## config.mk

```make
export PLATFORM = sky130hd
export DESIGN_NAME = grant_encoder
export DESIGN_NICKNAME = d
export VERILOG_FILES = /design/src/rtl/grant_encoder.sv
export SDC_FILE = /design/constraint.sdc
export NUM_CORES = 1
export LEC_CHECK = 0
export CAP_MARGIN = 20
export CORE_MARGIN = 5
export CORE_UTILIZATION = 55
export DETAILED_ROUTE_END_ITERATION = 10
export PLACE_DENSITY = 0.95
export RECOVER_POWER = 25
export SYNTH_ARGS = -nofsm -noshare
export SYNTH_HDL_FRONTEND = slang
export SYNTH_SLANG_ARGS = --single-unit
export TNS_END_PERCENT = 50
```

## constraint.sdc

```tcl
create_clock -name clk -period 5.6 [get_ports clk]
set_clock_uncertainty 0.05 [all_clocks]
set_input_delay 0.56 -clock clk [delete_from_list [all_inputs] [get_ports clk]]
set_output_delay 0.56 -clock clk [all_outputs]
set_load 0.01 [all_outputs]
```

## src/rtl/grant_encoder.sv

```systemverilog
// Registered request encoder: gathers request strobes into a pending set
// and presents one binary index per valid/ready transfer.
module grant_encoder #(
    parameter int N    = 32,
    parameter int MODE = 0,
    localparam int W   = $clog2(N)
) (
    input  logic         clk,
    input  logic         clr_n,
    input  logic [N-1:0] req,
    input  logic         flush,
    input  logic         out_ready,
    output logic         out_valid,
    output logic [W-1:0] out_idx,
    output logic [N-1:0] pending,
    output logic         dup,
    output logic         empty
);

    logic [W-1:0] ptr;
    logic         hold;
    logic [N-1:0] busy;
    logic [N-1:0] cand;
    logic [N-1:0] grant;
    logic [W-1:0] sel;
    logic         dup_d;
    logic         found;
    logic [W:0]   sum;
    logic [W-1:0] j;

    // Merge requests, detect duplicates and choose the next index to present.
    always_comb begin
        hold  = out_valid && !out_ready;
        busy  = '0;
        if (hold) begin
            busy[out_idx] = 1'b1;
        end
        // A request for the stalled, presented index is already covered.
        cand  = pending | (req & ~busy);
        dup_d = |(req & (pending | busy));
        sel   = '0;
        found = 1'b0;
        sum   = '0;
        j     = '0;
        if (MODE == 0) begin
            for (int i = N - 1; i >= 0; i--) begin
                j = W'(i);
                if (cand[j]) begin
                    sel = j;
                end
            end
        end else begin
            // Scan ptr+1 .. ptr+N so ptr itself is the last candidate.
            for (int off = 1; off <= N; off++) begin
                sum = {1'b0, ptr} + (W+1)'(off);
                if (sum >= (W+1)'(N)) begin
                    sum = sum - (W+1)'(N);
                end
                j = sum[W-1:0];
                if (!found && cand[j]) begin
                    sel   = j;
                    found = 1'b1;
                end
            end
        end
        grant      = '0;
        grant[sel] = 1'b1;
    end

    // Pending set, output register, duplicate pulse and round-robin pointer.
    always_ff @(posedge clk or negedge clr_n) begin
        if (!clr_n) begin
            pending   <= '0;
            out_valid <= 1'b0;
            out_idx   <= '0;
            dup       <= 1'b0;
            ptr       <= W'(N - 1);
        end else if (flush) begin
            pending   <= '0;
            out_valid <= 1'b0;
            dup       <= 1'b0;
        end else begin
            dup <= dup_d;
            if (hold) begin
                pending <= cand;
            end else if (|cand) begin
                out_idx   <= sel;
                out_valid <= 1'b1;
                pending   <= cand & ~grant;
                ptr       <= sel;
            end else begin
                out_valid <= 1'b0;
                pending   <= '0;
            end
        end
    end

    // Idle indication depends on registered state only.
    always_comb begin
        empty = !out_valid && (pending == '0);
    end

endmodule

```

==> out/metrics.csv <==
metric,value,unit
wire_per_inst,24.3,µm
crit_arrival,4210,ps
crit_required,5690,ps
rsz0062_at_grt,no,
crit_path_cell_trace,clkdlybuf4s50_1 > nand4bb_1 > buf_4 > o32ai_1 > and3_1 > and4_1 > a41oi_2 > buf_4 > nand2_1 > a31oi_1,
critPathMaxFanout,19,
cts_buffers,5,
layout-drive-gt1-share,0.0898,
period_share,0.736,
vias,4138,
rr_startpoint,out_idx[3],
hold_start,pending[12],
drtPass1Iterations,5,
grt_pass1_wl,21300,µm
cts_tree,done,
syn_nets,469,
violations,"capacitance limit, slew limit",
hold_depth,4,
coreArea,0.00589,mm²
dieWidth,87.4,µm
peakVddDrop,0.155,mV
synth_most_common_cell,nor2_1,
ys_async_sr_fraction,1.00,
post_cts_buffers,0,
cts_hold_buf,0,
initial_core_util,0.559,
wl,14000,µm
cts_resized,0,
power_density,199,mW/mm²
maxCapViolCount,1,
status,"complete, but fails checks",
rrSetupSlack,1810,ps
startpoint,out_ready,
slowest_delay,570,ps
portBuffers,75,
hold_path.class,reg -> reg,
cts.htree.levels,2,
synth_edf_count,0,
grt_pass1_vias,3880,
synth_common_cells,"nor2_1, nand2_1, dfrtp_1, o21ai_0, a31oi_1",
grt_max_degree,40,
ys_ff_latch,39,
startpoint_type,input port,
finalInstanceArea,0.00416,mm²
avgViaCountPerCell,7.18,
synth_top_area_frac,0.297,
ys_seq_area_frac,0.297,
grt_usage,0.368,
ant_nets,0,
die_y,87.4,µm
slowest_stage,nand4bb_1,
cts-root-buf,clkbuf_8,
n_antenna_cell,0,
finalWorstSetupSlack,1480,ps
syn_area,0.00329,mm²
synthCells,433,
path_common_cell,buf_4,
p_leak,1.59,nW
place_ws,1310,ps
tightest_slew,2170,ps
worst_r2r_endpoint,pending[27],
drtIter0Drc,633,
layout_min_cycle_time,4120,ps
nNetsFinal,537,
rows,28,
syn_area_per_cell,7.60,µm²
setup_viol,0,
io_pins,76,
antenna_found_initial,0,
hold_end,pending[12],
yosysWarnings,0,
hpwl,10400,µm
slew_violations,40,
hold_viol_final,0,
fin_util,0.707,
critPathCaptureType,register,
cts.sinks,39,
synthFlopType,dfrtp_1,
yosys.area.top_type,dfrtp_1,
placed_cell_area,0.00408,mm²
fmax,243,MHz
tns,0,ps
path_clk_slew,80,ps
path_class,in -> reg,
r2r_cells,8,
drc,0,
area_growth,26.5,%
max_slew_margin,-0.448,
dieArea,0.00763,mm²
clk_latency,300,ps
overflow,0,
cts_max_path_buffers,2,
ys_types,64,
place_congestion,1.02,
synth_area_leaders,"dfrtp_1, a31oi_1, nor2_1",
[metrics by stage]
step                      instances  total power [mW]  hold slack (ps)
after detailed placement        569             0.619              613
after global routing            576             0.855              690
after global placement          569             0.616              612
final                           576             0.828              641
after floorplan                 433             0.484              214
after CTS                       576             0.814              362
[logic make-up (layout without fill, tap and decap cells)]
family,after synthesis,after routing,synth area share
buffers and inverters,40,108,0.0563
flip-flops,39,39,0.297
AND/OR/NAND/NOR,204,204,0.347
AO/OA/AOI/OAI,149,149,0.296
multiplexers,1,1,0.00456
[worst max path at each step]
stage | endpoint | slack [ps]
2_1_floorplan | out_idx[0] | 2580
3_3_place_gp | pending[27] | 1370
3_5_place_dp | pending[27] | 1310
4_1_cts | pending[27] | 1600
5_1_grt | pending[25] | 1360
6_report | pending[27] | 1480
[report_power, final]
part | switching, mW | internal, mW | leakage (nW)
Clock | 0.106 | 0.0969 | 0.0470
Sequential | 0.0455 | 0.302 | 0.488
Combinational | 0.158 | 0.120 | 1.06
Total | 0.309 | 0.519 | 1.59
[per-layer routing]
metal  track usage  share of wire  up-vias
li1              -              -     1778
met4         0.180          0.051        0
met1         0.485           0.37     1923
met2         0.551           0.44      374
met3         0.104           0.14       63
met5             0              0        -
[state kept, by name, indices dropped and copies added, names as in the netlist]
register / cells
pending: 32
out_idx: 5
dup: 1
out_valid: 1
[cell type report]
class	instances	area (µm²)
clock buffer	6	82.6
clock inverter	1	5.00
fill	518	1720
inverter	17	63.8
multi-input combinational	354	2130
sequential	39	976
tap	75	93.8
timing repair buffer	84	812
[placed cells by master (no fill, tap or decap), types with 6 or more instances in the layout]
cell,netlist,routed
inv_1,17,17
nand4_1,12,12
nand2_1,49,49
clkdlybuf4s50_1,0,74
a41oi_1,8,8
o21ai_0,39,39
a21o_1,6,6
nor3_1,11,11
a31oi_1,36,36
nor4_1,14,14
or2_2,9,9
a21oi_1,24,24
nand2b_1,6,6
clkbuf_8,0,6
nor2_1,55,55
buf_4,1,9
dfrtp_1,39,39
[worst max-delay path, delay by kind of cell]
family / cells / cell delay [ps]
buffers and inverters: 3 / 1270
and+or+nand+nor: 4 / 1360
AOI/OAI and AO/OA: 3 / 1000
No activity file was read; power rests on OpenSTA's default activity.
